### config.mk
export PLATFORM = sky130hd
export DESIGN_NAME = mul_fifo_param
export DESIGN_NICKNAME = d
export VERILOG_FILES = /design/src/rtl/mul_fifo_pkg.sv /design/src/rtl/mul_fifo_ns_cal.sv /design/src/rtl/mul_fifo_param.sv
export SDC_FILE = /design/constraint.sdc
export NUM_CORES = 1
export LEC_CHECK = 0
export ABC_AREA = 1
export ABC_CLOCK_PERIOD_IN_PS = 3800
export CAP_MARGIN = 30
export CORE_UTILIZATION = 35
export CTS_BUF_LIST = sky130_fd_sc_hd__clkbuf_8
export DETAILED_ROUTE_END_ITERATION = 10
export HOLD_SLACK_MARGIN = 0.05
export PLACE_DENSITY = 0.64
export SETUP_SLACK_MARGIN = 0.15
export SLEW_MARGIN = 20
export SYNTH_ARGS = -nofsm -noshare
export SYNTH_HDL_FRONTEND = slang
export SYNTH_SLANG_ARGS = --single-unit
### constraint.sdc
create_clock -name clk -period 3.8 [get_ports clk]
set_input_delay 0.38 -clock clk [delete_from_list [all_inputs] [get_ports clk]]
set_output_delay 0.38 -clock clk [all_outputs]
set_load 0.05 [all_outputs]
### src/rtl/mul_fifo_pkg.sv
// Shared types and helpers for the parametrised multiplier-result FIFO.
package mul_fifo_pkg;

    typedef enum logic [2:0] {
        ST_INIT     = 3'b000,
        ST_NO_OP    = 3'b001,
        ST_WRITE    = 3'b010,
        ST_WR_ERROR = 3'b011,
        ST_READ     = 3'b100,
        ST_RD_ERROR = 3'b101,
        ST_RD_WR    = 3'b110
    } state_t;

    // 3'b111 is never produced; if it ever appears the FSM falls back to NO_OP.
    localparam logic [2:0] ST_UNUSED_CODE = 3'b111;

    function automatic int fifo_depth(input int addr_w);
        return 32'sd1 << addr_w;
    endfunction

endpackage

### src/rtl/mul_fifo_ns_cal.sv
// Combinational next-state, pointer and count calculation for mul_fifo_param.
module mul_fifo_ns_cal
    import mul_fifo_pkg::*;
#(
    parameter int ADDR_W = 3
) (
    input  state_t            state_i,
    input  logic              wr_en_i,
    input  logic              rd_en_i,
    input  logic              full_i,
    input  logic              empty_i,
    input  logic [ADDR_W-1:0] head_i,
    input  logic [ADDR_W-1:0] tail_i,
    input  logic [ADDR_W:0]   count_i,
    output state_t            next_state_o,
    output logic [ADDR_W-1:0] next_head_o,
    output logic [ADDR_W-1:0] next_tail_o,
    output logic [ADDR_W:0]   next_count_o,
    output logic              mem_we_o,
    output logic              mem_re_o
);

    localparam logic [ADDR_W-1:0] PTR_ONE = {{(ADDR_W-1){1'b0}}, 1'b1};
    localparam logic [ADDR_W:0]   CNT_ONE = {{ADDR_W{1'b0}}, 1'b1};

    // Decode the sampled requests against the current fill level.
    always_comb begin
        next_state_o = ST_NO_OP;
        next_head_o  = head_i;
        next_tail_o  = tail_i;
        next_count_o = count_i;
        mem_we_o     = 1'b0;
        mem_re_o     = 1'b0;
        if (state_i == ST_UNUSED_CODE) begin
            next_state_o = ST_NO_OP;
        end else begin
            case ({wr_en_i, rd_en_i})
                2'b00: begin
                    next_state_o = ST_NO_OP;
                end
                2'b10: begin
                    if (!full_i) begin
                        next_state_o = ST_WRITE;
                        mem_we_o     = 1'b1;
                        next_tail_o  = tail_i + PTR_ONE;
                        next_count_o = count_i + CNT_ONE;
                    end else begin
                        next_state_o = ST_WR_ERROR;
                    end
                end
                2'b01: begin
                    if (!empty_i) begin
                        next_state_o = ST_READ;
                        mem_re_o     = 1'b1;
                        next_head_o  = head_i + PTR_ONE;
                        next_count_o = count_i - CNT_ONE;
                    end else begin
                        next_state_o = ST_RD_ERROR;
                    end
                end
                2'b11: begin
                    // A full FIFO still takes the write: the read frees a slot.
                    if (!empty_i) begin
                        next_state_o = ST_RD_WR;
                        mem_we_o     = 1'b1;
                        mem_re_o     = 1'b1;
                        next_head_o  = head_i + PTR_ONE;
                        next_tail_o  = tail_i + PTR_ONE;
                    end else begin
                        next_state_o = ST_WRITE;
                        mem_we_o     = 1'b1;
                        next_tail_o  = tail_i + PTR_ONE;
                        next_count_o = count_i + CNT_ONE;
                    end
                end
                default: begin
                    next_state_o = ST_NO_OP;
                end
            endcase
        end
    end

endmodule

### src/rtl/mul_fifo_param.sv
// Parametrised FIFO with operation FSM, registered read data and ack/error pulses.
// Level flags almost_full/almost_empty are built only with MUL_FIFO_LEVEL_FLAGS_EN.
module mul_fifo_param
    import mul_fifo_pkg::*;
#(
    parameter int DATA_W   = 8,
    parameter int ADDR_W   = 3,
    parameter int AF_LEVEL = fifo_depth(ADDR_W) - 2,
    parameter int AE_LEVEL = 1
) (
    input  logic              clk,
    input  logic              reset,
    input  logic              wr_en,
    input  logic              rd_en,
    input  logic [DATA_W-1:0] din,
    output logic [DATA_W-1:0] dout,
    output logic [2:0]        state,
    output logic [ADDR_W:0]   data_count,
    output logic              full,
    output logic              empty,
    output logic              wr_ack,
    output logic              wr_err,
    output logic              rd_ack,
    output logic              rd_err,
    output logic              almost_full,
    output logic              almost_empty
);

    localparam int            DEPTH     = fifo_depth(ADDR_W);
    localparam logic [ADDR_W:0] DEPTH_CNT = {1'b1, {ADDR_W{1'b0}}};

    state_t              state_q, state_d;
    logic [ADDR_W-1:0]   head_q, head_d;
    logic [ADDR_W-1:0]   tail_q, tail_d;
    logic [ADDR_W:0]     count_q, count_d;
    logic [DATA_W-1:0]   dout_q, dout_d;
    logic                wr_ack_q, wr_ack_d;
    logic                wr_err_q, wr_err_d;
    logic                rd_ack_q, rd_ack_d;
    logic                rd_err_q, rd_err_d;
    logic                mem_we_s, mem_re_s;
    logic                full_s, empty_s;
    logic [DATA_W-1:0]   mem_q [DEPTH];

    assign full_s  = (count_q == DEPTH_CNT);
    assign empty_s = (count_q == {(ADDR_W+1){1'b0}});

    mul_fifo_ns_cal #(
        .ADDR_W (ADDR_W)
    ) u_ns_cal (
        .state_i      (state_q),
        .wr_en_i      (wr_en),
        .rd_en_i      (rd_en),
        .full_i       (full_s),
        .empty_i      (empty_s),
        .head_i       (head_q),
        .tail_i       (tail_q),
        .count_i      (count_q),
        .next_state_o (state_d),
        .next_head_o  (head_d),
        .next_tail_o  (tail_d),
        .next_count_o (count_d),
        .mem_we_o     (mem_we_s),
        .mem_re_o     (mem_re_s)
    );

    // Pulse and read-data next values; a wr+rd on empty writes but flags the read.
    always_comb begin
        wr_ack_d = mem_we_s;
        rd_ack_d = mem_re_s;
        wr_err_d = (state_d == ST_WR_ERROR);
        rd_err_d = (state_d == ST_RD_ERROR) || (rd_en && mem_we_s && !mem_re_s);
        if (mem_re_s) begin
            dout_d = mem_q[head_q];
        end else begin
            dout_d = dout_q;
        end
    end

    // Control, pointer, count, read-data and pulse registers.
    always_ff @(posedge clk or posedge reset) begin
        if (reset) begin
            state_q  <= ST_INIT;
            head_q   <= {ADDR_W{1'b0}};
            tail_q   <= {ADDR_W{1'b0}};
            count_q  <= {(ADDR_W+1){1'b0}};
            dout_q   <= {DATA_W{1'b0}};
            wr_ack_q <= 1'b0;
            wr_err_q <= 1'b0;
            rd_ack_q <= 1'b0;
            rd_err_q <= 1'b0;
        end else begin
            state_q  <= state_d;
            head_q   <= head_d;
            tail_q   <= tail_d;
            count_q  <= count_d;
            dout_q   <= dout_d;
            wr_ack_q <= wr_ack_d;
            wr_err_q <= wr_err_d;
            rd_ack_q <= rd_ack_d;
            rd_err_q <= rd_err_d;
        end
    end

    // Storage array; deliberately not cleared by reset.
    always_ff @(posedge clk) begin
        if (mem_we_s) begin
            mem_q[tail_q] <= din;
        end
    end

`ifdef MUL_FIFO_LEVEL_FLAGS_EN
    localparam logic [ADDR_W:0] AF_CNT = AF_LEVEL[ADDR_W:0];
    localparam logic [ADDR_W:0] AE_CNT = AE_LEVEL[ADDR_W:0];
    assign almost_full  = (count_q >= AF_CNT);
    assign almost_empty = (count_q <= AE_CNT);
`else
    assign almost_full  = 1'b0;
    assign almost_empty = 1'b0;
`endif

    assign dout       = dout_q;
    assign state      = state_q;
    assign data_count = count_q;
    assign full       = full_s;
    assign empty      = empty_s;
    assign wr_ack     = wr_ack_q;
    assign wr_err     = wr_err_q;
    assign rd_ack     = rd_ack_q;
    assign rd_err     = rd_err_q;

endmodule
# After elaboration in Yosys (flattened, before gate mapping)
# Memories as Yosys holds them, arrays and structs flattened. A register that Yosys moved wholly into a read port is not among the register bits.
# Cells that the tools add are included.
[totals]
reg_bits = 17
ram_bits = 64
in_bits = 12
output_inout_bits = 23
elab_cells = 56
mem_count = 1
[classes]
addsub = 4
eq_ne = 10
muxes = 19
n_bitwise = 2
n_reduce_logical = 12
[memory_table]
columns = ["name", "depth", "word_bits", "read_ports", "rd_clocked_by_memory_dff", "wr", "line_no", "rtl"]
rows = [
  ["mem_q", 8, 8, 1, 1, 1, "mul_fifo_param.sv:43", "logic [DATA_W-1:0] mem_q [DEPTH];"],
]
[op_table]
columns = ["op", "count"]
rows = [
  ["$mux W4", 3],
  ["$pmux W3 S4", 1],
  ["$pmux W4 S3", 1],
  ["$mux W1", 9],
  ["$mux W3", 3],
  ["$add A3 B1 Y3 const B", 2],
  ["$eq A3 B3 Y1 const B", 2],
  ["$pmux W3 S2", 1],
  ["$reduce_and A3 Y1", 2],
  ["$reduce_and A5 Y1", 1],
  ["$add A4 B1 Y4 const B", 1],
  ["$eq A2 B2 Y1 const B", 2],
  ["$eq A4 B4 Y1 const B", 1],
  ["$logic_not A4 Y1", 1],
  ["$ne A2 B2 Y1 const B", 2],
  ["$sub A4 B1 Y4 const B", 1],
  ["$eq A3 B2 Y1 const B", 1],
  ["$reduce_bool A3 Y1", 1],
  ["$eq A2 B1 Y1 const B", 1],
  ["$logic_and A1 B1 Y1", 2],
  ["$logic_not A2 Y1", 1],
  ["$ne A2 B1 Y1 const B", 1],
  ["$not A1 Y1", 2],
  ["$pmux W1 S2", 1],
  ["other kinds (4)", 4],
]

# Depth between registers and ports, before layout
# Gate-level depths: netlist of run 1.
[logic_depth]
word_depth = 7
depth_mapped = 11

# Modules after synthesis
# A second synthesis of run 1 with hierarchy kept.
[hier_totals]
cells_unflattened = 419
hier_area_um2 = 4036.4
[modules_own_cells]
columns = ["module", "n_inst", "cells_per_inst", "area_per_inst_um2", "seq_area_each_um2"]
rows = [
  ["mul_fifo_param", 1, 326, 3575.9, 2547.4],
  ["mul_fifo_ns_cal", 1, 93, 460.4, 0.0],
]

# Worst setup path before layout of run 1
# Ideal clock, no wire load.
[synth_path]
kind = "reg-to-output"
from = "reg count_q[3], in the netlist data_count[3]"
to = "out full"
arrival_ns = 2.252
setup_slack_ns = 1.168
stages_incl_launch_ff = 3
path_buffers = 0
path_cell_list = "dfrtp_1 -> inv_1 -> nor4_1"
[synth_between]
elab_chain_len = 1
[synth_lines]
columns = ["item", "line_no", "rtl"]
rows = [
  ["from (decl)", "mul_fifo_param.sv:35", "logic [ADDR_W:0] count_q, count_d;"],
  ["from (signal assigned)", "mul_fifo_param.sv:86", "count_q <= {(ADDR_W+1){1'b0}};"],
  ["from (signal assigned)", "mul_fifo_param.sv:96", "count_q <= count_d;"],
  ["$eq A4 B4 Y1", "mul_fifo_param.sv:45", "assign full_s = (count_q == DEPTH_CNT);"],
  ["to (decl)", "mul_fifo_param.sv:19", "output logic full,"],
]
# Every way passes these cells.

# Final worst setup path of run 1
[layout_path]
from = "reg count_q[1], in the netlist data_count[1]"
to = "out empty"
[layout_between]
elab_chain_len = 1
[layout_lines]
columns = ["item", "line_no", "rtl"]
rows = [
  ["$logic_not A4 Y1", "mul_fifo_param.sv:46", "assign empty_s = (count_q == {(ADDR_W+1){1'b0}});"],
  ["to (decl)", "mul_fifo_param.sv:20", "output logic empty,"],
]
# Every way passes these cells.

==> impl_metrics.env, run 1 <==
export IMPL_die_y_um=108
export IMPL_p_comb_share_pct=40.8
export IMPL_rsz0062_at_grt="no"
export IMPL_grt_max_degree=35
export IMPL_required_ns=3.42
export IMPL_grt_antenna_before_repair=0
export IMPL_numCtsBuffers=9
export IMPL_swShare_pct=41.5
export IMPL_placedInstanceArea_um2=4360
export IMPL_fin_tns_setup_ns=0
export IMPL_synth_ff_type="edfxtp_1"
export IMPL_slowest_stage="clkdlybuf4s50_1"
export IMPL_gr_total_overflow=0
export IMPL_core_um2=10900
export IMPL_p_per_area_nw_per_um2=758
export IMPL_synth_seq_cells=89
export IMPL_top_level_ports=35
export IMPL_period_share_pct=62.3
export IMPL_slowest_delay_ns=0.80
export IMPL_ir_worst_vdd_mv=0.276
export IMPL_netlist_area_um2=3930
export IMPL_gp_congestion=0.883
export IMPL_io_buffers=32
export IMPL_synth_area_per_cell_um2=9.96
export IMPL_seq_area_um2=2550
export IMPL_viasPerCell=4.58
export IMPL_cts_resized=0
export IMPL_cts_root_buffer="clkbuf_8"
export IMPL_reg2reg_setup_slack_ns=1.89
export IMPL_clkTransAtPathRegs_ns=0.08
export IMPL_synth_top_area_share_pct=48.9
export IMPL_grt_pass1_wl_um=12800
export IMPL_dr_first_iter_drc_count=127
export IMPL_ys_seq_area_share_pct=64.8
export IMPL_switchingPower_w=0.00143
export IMPL_drive_above_1_share_pct=7.89
export IMPL_power_w=0.00345
export IMPL_fmax_mhz=422
export IMPL_worstPathArrival_ns=1.99
export IMPL_num_rows=38
export IMPL_nets=443
export IMPL_path_class="reg2out"
export IMPL_finalHoldViolCount=0
export IMPL_synth_edf_count=64
export IMPL_clockPowerShare_pct=18.6
export IMPL_hpwl_um=5750
export IMPL_route_vias_total=2613
export IMPL_synthTopCellsByArea="edfxtp_1 49%, dfrtp_1 16%, nand2_1 13%, nand3_1 7.4%, inv_1 6.0%"
export IMPL_htreeDepth=3
export IMPL_crit_path_max_fanout=6
export IMPL_place_ws_ns=1.40
export IMPL_fillCellCount=1062
export IMPL_layout_setup_ws_ns=1.43
export IMPL_critPathCaptureType="primary output"
export IMPL_area_growth_pct=15.9
export IMPL_worst_pin_slew_ns=0.632
export IMPL_cts_hold_buf=0
export IMPL_wire_per_inst_um=14.2
export IMPL_cts_tree="built"
export IMPL_power_share_sequential_pct=40.6
export IMPL_cts_sinks=89
export IMPL_status="completed"
export IMPL_hp_class="in2async"
export IMPL_drc_errors=0
export IMPL_yosysUniqueCellTypes=22
export IMPL_grt_usage_pct=15.3
export IMPL_drv_slew=0
export IMPL_slew_headroom_pct=57.9
export IMPL_multiInputGateArea_um2=1030
export IMPL_syn_inst=395
export IMPL_diodes=0
export IMPL_start_util_pct=36.1
export IMPL_post_cts_buffers=0
export IMPL_routed_wl_um=8120
export IMPL_synthArstFlopShare_pct=28.1
export IMPL_start_kind="flop"
export IMPL_die_x_um=108
export IMPL_clk_latency_ns=0.36
export IMPL_p_int_w=0.00202
export IMPL_fin_area_um2=4560
export IMPL_ant_nets=0
export IMPL_leakagePower_nw=2.05
export IMPL_maxCapViolations=0
export IMPL_grt_pass1_vias=2565
export IMPL_yosysTopAreaCell="edfxtp_1"
export IMPL_die_area_um2=11700
export IMPL_drt_pass1_iterations=4
export IMPL_critical_path_cell_chain="nor2_2 -> nand2_2 -> inv_1 -> clkdlybuf4s50_1"
export IMPL_setup_violations=0
export IMPL_final_min_clock_period_ns=2.37
export IMPL_cts_buffer_depth=2
export IMPL_ys_top_cells_by_count="131 x nand2_1, 64 x edfxtp_1, 63 x inv_1, 58 x nand3_1, 25 x dfrtp_1"
export IMPL_yosys_warnings=0
export IMPL_synth_most_common_cell="nand2_1"
export IMPL_skew_ns=0.0106
[layer usage]
| metal | global-route usage, % | vias to the layer above | routed length [µm] |
|---|---|---|---|
| met5 | 0 | - | 0 |
| met4 | 7.73 | 0 | 144 |
| met3 | 3.68 | 9 | 404 |
| met2 | 24.0 | 73 | 3810 |
| met1 | 19.9 | 1226 | 3770 |
| li1 | - | 1305 | - |
[worst max-delay path, delay by kind of cell, from the launching register on]
| family | cells | cell delay (ns) |
|---|---|---|
| buffers and inverters | 2 | 0.89 |
| DFF | 1 | 0.45 |
| and+or+nand+nor | 2 | 0.29 |
[area by class of cell]
class,instances,share of cell area (%)
sequential,89,55.9
multi-input combinational,223,22.7
timing repair buffer,34,7.52
inverter,69,5.68
tap,140,3.84
clock buffer,11,3.32
clock inverter,5,1.07
[final timing paths]
path,depth (start not counted),endpoint,startpoint
max,4,empty,data_count[1]$_DFFE_PP0P_
min,2,dout[5]$_DFFE_PP0P_,reset
min in group clk,2,dout[0]$_DFFE_PP0P_,dout[0]$_DFFE_PP0P_
max reg2reg,7,mem_q[3][3]$_DFFE_PP_,state[1]$_DFF_PP0_
max in group asynchronous,3,tail_q[1]$_DFFE_PP0P_,reset
min reg2reg,2,dout[0]$_DFFE_PP0P_,dout[0]$_DFFE_PP0P_
[cells in the final DEF, fill, tap and decap left out, types with 4 or more instances in the layout]
cell type	n
nor2_1	7
nand3_2	5
clkdlybuf4s50_1	32
ha_1	4
edfxtp_1	64
clkbuf_8	11
inv_1	66
nand3_1	58
nand2_1	131
inv_2	5
nor2_2	5
dfrtp_1	25
[sequential cells by signal, indices dropped and copies added (netlist names), 3 cells and up]
name	cells
mem_q	64
dout	8
data_count	4
head_q	3
state	3
tail_q	3
[kinds of logic after synthesis]
family          share of synthesized area (%)
other cells                            0.0954
compound gates                          0.382
fa+ha+maj                                1.78
flops                                    64.8
buf+inv                                  9.04
simple gates                             23.5
xor+xnor                                0.446
[per-stage QoR]
| stage | hold slack (ns) | utilization [%] | std cells |
|---|---|---|---|
| 3_5_place_dp | 0.466 | 40.0 | 555 |
| 6_report | 0.346 | 41.9 | 571 |
| 3_3_place_gp | 0.463 | 39.9 | 554 |
| 4_1_cts | 0.351 | 41.9 | 571 |
| 2_1_floorplan | 0.407 | - | 396 |
| 5_1_grt | 0.374 | 41.9 | 571 |
[power groups by stage]
stage	Sequential, W	Clock, W	Combinational, W
final	0.00140	0.000642	0.00141
after global routing	0.00143	0.000698	0.00157
after CTS	0.00140	0.000664	0.00142
after detailed placement	0.00142	0	0.00141
after global placement	0.00142	0	0.00140
after floorplan	0.00164	0	0.000814
Power figures use the tool's default switching activity.
==> run 2: changes to the inputs <==
--- a/config.mk
+++ b/config.mk
@@ -6,13 +6,13 @@
 export NUM_CORES = 1
 export LEC_CHECK = 0
 export ABC_AREA = 1
-export ABC_CLOCK_PERIOD_IN_PS = 3800
+export ABC_CLOCK_PERIOD_IN_PS = 2100
 export CAP_MARGIN = 30
 export CORE_UTILIZATION = 35
 export CTS_BUF_LIST = sky130_fd_sc_hd__clkbuf_8
 export DETAILED_ROUTE_END_ITERATION = 10
 export HOLD_SLACK_MARGIN = 0.05
-export PLACE_DENSITY = 0.64
+export PLACE_DENSITY = 0.66
 export SETUP_SLACK_MARGIN = 0.15
 export SLEW_MARGIN = 20
 export SYNTH_ARGS = -nofsm -noshare
==> constraint.sdc (replaced) <==
create_clock -name clk -period 2.1 [get_ports clk]
set_input_delay 0.21 -clock clk [delete_from_list [all_inputs] [get_ports clk]]
set_output_delay 0.21 -clock clk [all_outputs]
set_load 0.05 [all_outputs]
==> run 2 against run 1 <==
Effect of this change:
- critical path depth fell by 3
- global-route usage fell by 0.25 points
- total power up 80%
- register-to-register slack got worse by 1.6 ns
- clock power rose by 70%
- utilization grew 0.28 points
- combinational power rose by 85%
- setup slack got worse by 1.2 ns
- critical endpoint is now data_count[0]
- highest routed layer unchanged
==> impl_metrics.env, run 2 (synthesis gave the netlist of run 1 again) <==
export IMPL_status="completed"
export IMPL_critical_path_cell_chain="clkdlybuf4s50_1"
export IMPL_cp_num_buf_inv=1
export IMPL_drc_errors=0
export IMPL_placedInstanceArea_um2=4400
export IMPL_setup_violations=0
export IMPL_numCtsBuffers=9
export IMPL_die_x_um=108
export IMPL_ant_nets=0
export IMPL_grt_use_met2_pct=22.7
export IMPL_leakagePower_nw=2.10
export IMPL_slew_headroom_pct=65.9
export IMPL_p_per_area_nw_per_um2=1360
export IMPL_wire_per_inst_um=13.8
export IMPL_path_class="reg2out"
export IMPL_fmax_mhz=527
export IMPL_layout_common_cells="131 x nand2_1, 64 x edfxtp_1, 63 x inv_1, 58 x nand3_1, 28 x clkdlybuf4s50_1"
export IMPL_swShare_pct=42.9
export IMPL_gr_total_overflow=0
export IMPL_p_comb_share_pct=41.9
export IMPL_largest_register_ffs=64
export IMPL_htreeDepth=3
export IMPL_grt_antenna_before_repair=0
export IMPL_power_w=0.00622
export IMPL_drive_above_1_share_pct=10.7
export IMPL_cts_buffer_depth=2
export IMPL_clockPowerShare_pct=17.5
export IMPL_die_area_um2=11700
export IMPL_dr_first_iter_drc_count=178
export IMPL_drv_slew=0
export IMPL_start_util_pct=36.1
export IMPL_skew_ns=0.00965
export IMPL_num_rows=38
export IMPL_reg2regPathDepth=6
export IMPL_largest_register="mem_q"
export IMPL_final_min_clock_period_ns=1.90
export IMPL_worstPathArrival_ns=1.69
export IMPL_worst_pin_slew_ns=0.511
export IMPL_clk_latency_ns=0.36
export IMPL_maxCapViolations=0
export IMPL_finalHoldViolCount=0
export IMPL_drt_pass1_iterations=4
export IMPL_hpwl_um=5460
export IMPL_placed_cells=562
export IMPL_start_kind="flop"
export IMPL_viasPerCell=4.57
export IMPL_fin_tns_setup_ns=0
export IMPL_route_vias_total=2639
export IMPL_use_met3_pct=3.01
export IMPL_stdcell_count=578
export IMPL_io_buffers=32
export IMPL_slowest_delay_ns=0.85
export IMPL_grt_max_degree=34
export IMPL_routed_wl_um=7950
export IMPL_critPathTopFamily="buffers and inverters"
export IMPL_met1_usage_pct=20.4
export IMPL_final_common_cell="nand2_1"
export IMPL_core_um2=10900
export IMPL_rsz0062_at_grt="no"
export IMPL_power_share_sequential_pct=40.6
export IMPL_fin_area_um2=4590
export IMPL_reg2reg_setup_slack_ns=0.33
export IMPL_critPathCaptureType="primary output"
export IMPL_diodes=0
export IMPL_hp_class="in2async"
export IMPL_cts_tree="built"
export IMPL_nets=450
export IMPL_ir_worst_vdd_mv=0.672
export IMPL_grt_busiest_layer="met2"
export IMPL_crit_path_max_fanout=6
export IMPL_cts_root_buffer="clkbuf_8"
export IMPL_grt_pass1_vias=2461
export IMPL_top_level_ports=35
export IMPL_grt_pass1_wl_um=12800
export IMPL_clkTransAtPathRegs_ns=0.09
export IMPL_slowest_stage="clkdlybuf4s50_1"
export IMPL_gp_congestion=0.823
export IMPL_cts_hold_buf=0
export IMPL_switchingPower_w=0.00267
export IMPL_required_ns=1.89
export IMPL_worstSetupPathDepth=1
export IMPL_grt_usage_pct=15.1
export IMPL_area_growth_pct=16.7
export IMPL_period_share_pct=90.4
export IMPL_p_int_w=0.00355
export IMPL_cts_sinks=89
export IMPL_die_y_um=108
run 2: repair_timing:
action / 4_1_cts / 5_1_grt
resized for setup: 0 / 2
endpoints found under the hold margin: 0 / 0
setup buffers: 0 / 0
endpoints found under the setup margin: 0 / 2
run 2: power by group through the flow:
| stage | clock network, W | logic, W | registers, W |
|---|---|---|---|
| final | 0.00109 | 0.00261 | 0.00253 |
| after global routing | 0.00119 | 0.00289 | 0.00257 |
| after CTS | 0.00112 | 0.00262 | 0.00252 |
| after detailed placement | 0 | 0.00261 | 0.00256 |
| after global placement | 0 | 0.00259 | 0.00256 |
| after floorplan | 0 | 0.00148 | 0.00296 |
run 2: area by class of cell:
type,instances,area (µm²)
Fill cell,1034,6300
Sequential cell,89,2550
Multi-Input combinational cell,223,1040
Timing Repair Buffer,41,388
Inverter,69,259
Tap cell,140,175
Clock buffer,10,138
Clock inverter,6,41.3
run 2: path summary, 6_finish.rpt:
check,startpoint,to
setup / recovery,data_count[0]$_DFFE_PP0P_,data_count[0]
hold / removal,reset,dout[2]$_DFFE_PP0P_
setup reg to reg,data_count[3]$_DFFE_PP0P_,mem_q[4][3]$_DFFE_PP_
hold reg to reg,dout[3]$_DFFE_PP0P_,dout[3]$_DFFE_PP0P_
max in group asynchronous,reset,wr_ack$_DFF_PP0_
min in group clk,wr_en,wr_err$_DFF_PP0_
run 2: per-layer routing:
layer	share of wire, %	routed length, µm
met3	5.5	440
met2	46	3650
met4	2.6	205
met1	46	3650
met5	0	0
run 2: through the flow:
step / utilization (%) / setup slack, ns / hold slack, ns
detailed placement: 40.5 / 0.165 / 0.468
finish: 42.1 / 0.203 / 0.191
CTS: 42.1 / 0.182 / 0.197
floorplan: - / 0.171 / 0.237
global route: 42.1 / 0.155 / 0.232
global placement: 40.5 / 0.206 / 0.465
==> run 3: changes to the inputs <==
--- a/config.mk
+++ b/config.mk
@@ -6,7 +6,6 @@
 export NUM_CORES = 1
 export LEC_CHECK = 0
 export ABC_AREA = 1
-export ABC_CLOCK_PERIOD_IN_PS = 2100
 export CAP_MARGIN = 30
 export CORE_UTILIZATION = 35
 export CTS_BUF_LIST = sky130_fd_sc_hd__clkbuf_8
==> results of run 3 <==
Same layout as run 2: the final DEF is identical, and so are final timing and power.
==> patch 1, RTL diff (config.mk and constraints of run 1) <==
Set the parameter `DATA_W` to 10 (it was 8).
--- a/src/rtl/mul_fifo_param.sv
+++ b/src/rtl/mul_fifo_param.sv
@@ -3,7 +3,7 @@
 module mul_fifo_param
     import mul_fifo_pkg::*;
 #(
-    parameter int DATA_W   = 8,
+    parameter int DATA_W   = 10,
     parameter int ADDR_W   = 3,
     parameter int AF_LEVEL = fifo_depth(ADDR_W) - 2,
     parameter int AE_LEVEL = 1
Ports: changed (resized din and dout); port bits go from 35 to 39. No check against the original RTL was run, so the function may have changed too.
==> patch 1 against run 1 <==
  * Sequential share of layout area increased by 2.4 points
  * Critical path type unchanged
  * Highest routed layer unchanged
  * Design area is 16% higher
  * Worst setup slack improved by 12 ps
  * Fmax is 0.52% higher
  * Combinational power rose by 21%
  * Routed wire length up 18%
  * Critical path depth decreased by 2
  * Count of clock-buffer cells in the layout is 2 lower
  * Synthesized area grew 15%
  * Total power is 18% higher
  * Sequential power increased by 16%
  * Sequential cell count is 18 higher
  * Register-to-register slack lost 190 ps
==> patch 1: results <==
export IMPL_status="complete, no violations"
export IMPL_skew_ps=19.58
export IMPL_layout_drive_gt1_share=0.07281
export IMPL_power_frac_comb=0.420
export IMPL_r2r_end="mem_q[3][7]"
export IMPL_tightest_slew_ps=820.9
export IMPL_dp_final_hpwl_um=6634
export IMPL_seq_power_share=0.399
export IMPL_grt_pass1_wl_um=15060
export IMPL_routabilityCongestion=0.8396
export IMPL_p_leak_nw=2.193
export IMPL_ys_async_sr_fraction=0.2523
export IMPL_ir_drop_mv=0.2674
export IMPL_io_buffers=36
export IMPL_synth_distinct_cells=28
export IMPL_largest_reg_flops=80
export IMPL_grt_max_degree=43
export IMPL_cellInternalPower_mw=2.355
export IMPL_clk_pin_slew_ps=120
export IMPL_n_fill_cell=1198
export IMPL_synth_compound_gate_area_share=0.02287
export IMPL_synthTopCellsByCount="nand2_1, edfxtp_1, nor2_1"
export IMPL_grt_total_usage=0.1577
export IMPL_crit_fanout=5
export IMPL_seq_area_frac_synth=0.6779
export IMPL_post_dp_cell_area_um2=5059
export IMPL_dr_total_vias=3010
export IMPL_r2r_start="data_count[3]"
export IMPL_synth_xor_area_frac=0.007716
==> patch 1: critical path, stage by stage, from the launching register on <==
cell and delay (ps):
dfrtp_1 470, nor4_1 290, clkdlybuf4s50_1 850
==> patch 1: routing by layer <==
metal	GRT usage	vias up	wire, um
met5	0	-	0
met4	0.07692	0	228
met3	0.03556	14	592
met2	0.2746	81	4930
met1	0.1837	1450	3833
li1	-	1465	-
==> patch 1: through the flow <==
stage | cells | worst slack, ps | hold slack (ps) | utilization
3_3_place_gp | 622 | 1263 | 462.8 | 0.3987
5_1_grt | 639 | 1367 | 423.4 | 0.4182
2_1_floorplan | 431 | 1166 | 432.7 | -
6_report | 639 | 1444 | 373.1 | 0.4182
3_5_place_dp | 623 | 1150 | 470.0 | 0.4009
4_1_cts | 639 | 1399 | 382.1 | 0.4182
==> patch 1: worst min path at each step <==
stage,end,start,cells past startpoint
CTS,dout[2],reset,2
global placement,dout[8],dout[8],2
detailed placement,dout[4],dout[4],2
floorplan,data_count[0],reset,1
finish,dout[2],reset,2
global route,dout[6],reset,2
==> patch 1: logic make-up (layout without fill, tap and decap cells) <==
group | after synthesis | after routing
AOI/OAI and AO/OA | 18 | 18
other | 1 | 2
xor gates and xnor gates | 4 | 4
buffers and inverters | 41 | 77
DFF | 107 | 107
adders and majority gates | 5 | 5
and+or+nand+nor | 254 | 254
==> patch 1: cell type report <==
| class | count | area share |
|---|---|---|
| inverters | 22 | 0.01565 |
| multi-input cells | 283 | 0.2425 |
| repair buffers | 39 | 0.07634 |
| clock inverters | 7 | 0.01802 |
| clock buffers | 9 | 0.02347 |
| well taps | 172 | 0.04078 |
| flip-flops and latches | 107 | 0.5832 |
==> patch 2, RTL diff (settings of run 1) <==
Made on the original files. Make the reset (`reset`) synchronous in one clocked block.
--- a/src/rtl/mul_fifo_param.sv
+++ b/src/rtl/mul_fifo_param.sv
@@ -78,7 +78,7 @@
     end
 
     // Control, pointer, count, read-data and pulse registers.
-    always_ff @(posedge clk or posedge reset) begin
+    always_ff @(posedge clk) begin
         if (reset) begin
             state_q  <= ST_INIT;
             head_q   <= {ADDR_W{1'b0}};
Function: differs if reset is asserted again (counterexample within 4 cycles, from zero or initial values and one cycle with reset high); with reset held inactive, the same outputs for 10 cycles.
==> patch 2 against run 1 <==
  * Sequential cell count stayed put
  * Design area fell by 4.9%
  * Routed wire length fell by 2.0%
  * Die area is 6.0% lower
  * Count of clock-buffer cells in the layout is 2 lower
  * Synthesized area decreased by 6.1%
  * Global-route usage down 0.19 points
  * Worst hold slack better by 130 ps
  * Worst setup slack improved by 110 ps
  * First-iteration DRC count grew 24%
  * Utilization up 0.30 points
Power is not compared: it rests on default switching activity, and its combinational part moved more than twofold at a synthesized area within 25%.
==> patch 2: results <==
export IMPL_ir_drop_mv=0.2114
export IMPL_synth_distinct_cells=29
export IMPL_vias_per_cell=4.749
export IMPL_grt_pass1_wl_um=12500
export IMPL_clk_latency_ps=350
export IMPL_layout_drive_gt1_share=0.07614
export IMPL_io_buffers=32
export IMPL_skew_ps=9.455
export IMPL_place_ws_ps=1258
export IMPL_min_path_type="register to register"
export IMPL_dp_final_hpwl_um=5586
export IMPL_routabilityCongestion=0.8162
export IMPL_htreeDepth=3
export IMPL_antenna_cells=0
export IMPL_slew_headroom=0.4471
export IMPL_max_stage_delay_ps=790
export IMPL_synth_edf_count=64
export IMPL_grt_pass1_vias=2336
export IMPL_grt_max_degree=35
export IMPL_seq_area_frac_synth=0.6563
export IMPL_tns_ps=0
export IMPL_synthTopCellsByCount="nand2_1, nor2_1, edfxtp_1"
export IMPL_dr_pass1_iters=4
export IMPL_cts_setup_buffers=0
export IMPL_post_dp_cell_area_um2=4098
export IMPL_critPathArrivalTime_ps=1880
export IMPL_ys_async_sr_fraction=0
export IMPL_dr_first_iter_drc_count=157
export IMPL_clock_root_buffer="clkbuf_8"
export IMPL_regMostFlops="mem_q"
export IMPL_status="complete, no violations"
export IMPL_cts_buffer_depth=2
export IMPL_crit_fanout=7
export IMPL_antenna_found_initial=0
export IMPL_slowest_stage="clkdlybuf4s50_1"
export IMPL_cts_inserted_buffers=9
export IMPL_clk_pin_slew_ps=80
export IMPL_final_nets=406
export IMPL_cts_resized=0
export IMPL_synth_area_top_cells="edfxtp_1, dfxtp_1, nand2_1"
export IMPL_p_leak_nw=1.619
export IMPL_wl_um=7956
export IMPL_largest_reg_flops=64
export IMPL_crit_family="buffers and inverters"
export IMPL_yosysWarnings=0
export IMPL_grt_total_usage=0.1516
## patch 2: cell type report
class | instances | area [um2]
Clock buffer | 9 | 123.9
Clock inverter | 7 | 111.4
Fill cell | 979 | 5944
Inverter | 23 | 86.33
Multi-Input combinational cell | 233 | 1091
Sequential cell | 89 | 2422
Tap cell | 136 | 170.2
Timing Repair Buffer | 33 | 327.8
## patch 2: power by group
part / internal (mW) / leakage [nW] / switching, mW
Clock: 0.432 / 0.126 / 0.318
Sequential: 1.11 / 0.787 / 0.0632
Combinational: 0.214 / 0.707 / 0.475
## patch 2: through the flow
| stage | instances | hold slack (ps) |
|---|---|---|
| floorplan | 361 | 462.0 |
| global placement | 514 | 457.2 |
| detailed placement | 514 | 460.4 |
| CTS | 530 | 472.6 |
| global route | 530 | 492.8 |
| finish | 530 | 472.5 |
## patch 2: cells by family after synthesis
logic type,after synthesis,synth area share
AOI/OAI and AO/OA,47,0.06543
xor gates and xnor gates,1,0.002373
adders and majority gates,5,0.01898
buffers and inverters,39,0.04915
DFF,89,0.6563
other,1,0.001016
and+or+nand+nor,178,0.2068
## patch 2: path summary, 6_finish.rpt
path | startpoint | end | slack [ps] | depth (start not counted)
max | data_count[3] | empty | 1540 | 4
min | dout[4] | dout[4] | 470 | 2
max reg2reg | state[1] | mem_q[0][5] | 1760 | 7
min reg2reg | dout[4] | dout[4] | 470 | 2
## patch 2: tightest hold or removal path: stages, from the launching register on
cell,delay [ps]
dfxtp_1,310
nand2_1,60
a21oi_1,60
## patch 2: per-layer routing
| layer | share of wire | wire length, um | global-route usage | vias up |
|---|---|---|---|---|
| met5 | 0 | 0 | 0 | - |
| met4 | 0.014 | 108 | 0.04125 | 0 |
| met3 | 0.060 | 477 | 0.03306 | 9 |
| met2 | 0.48 | 3810 | 0.2441 | 66 |
| met1 | 0.45 | 3559 | 0.2064 | 1182 |
| li1 | - | - | - | 1260 |
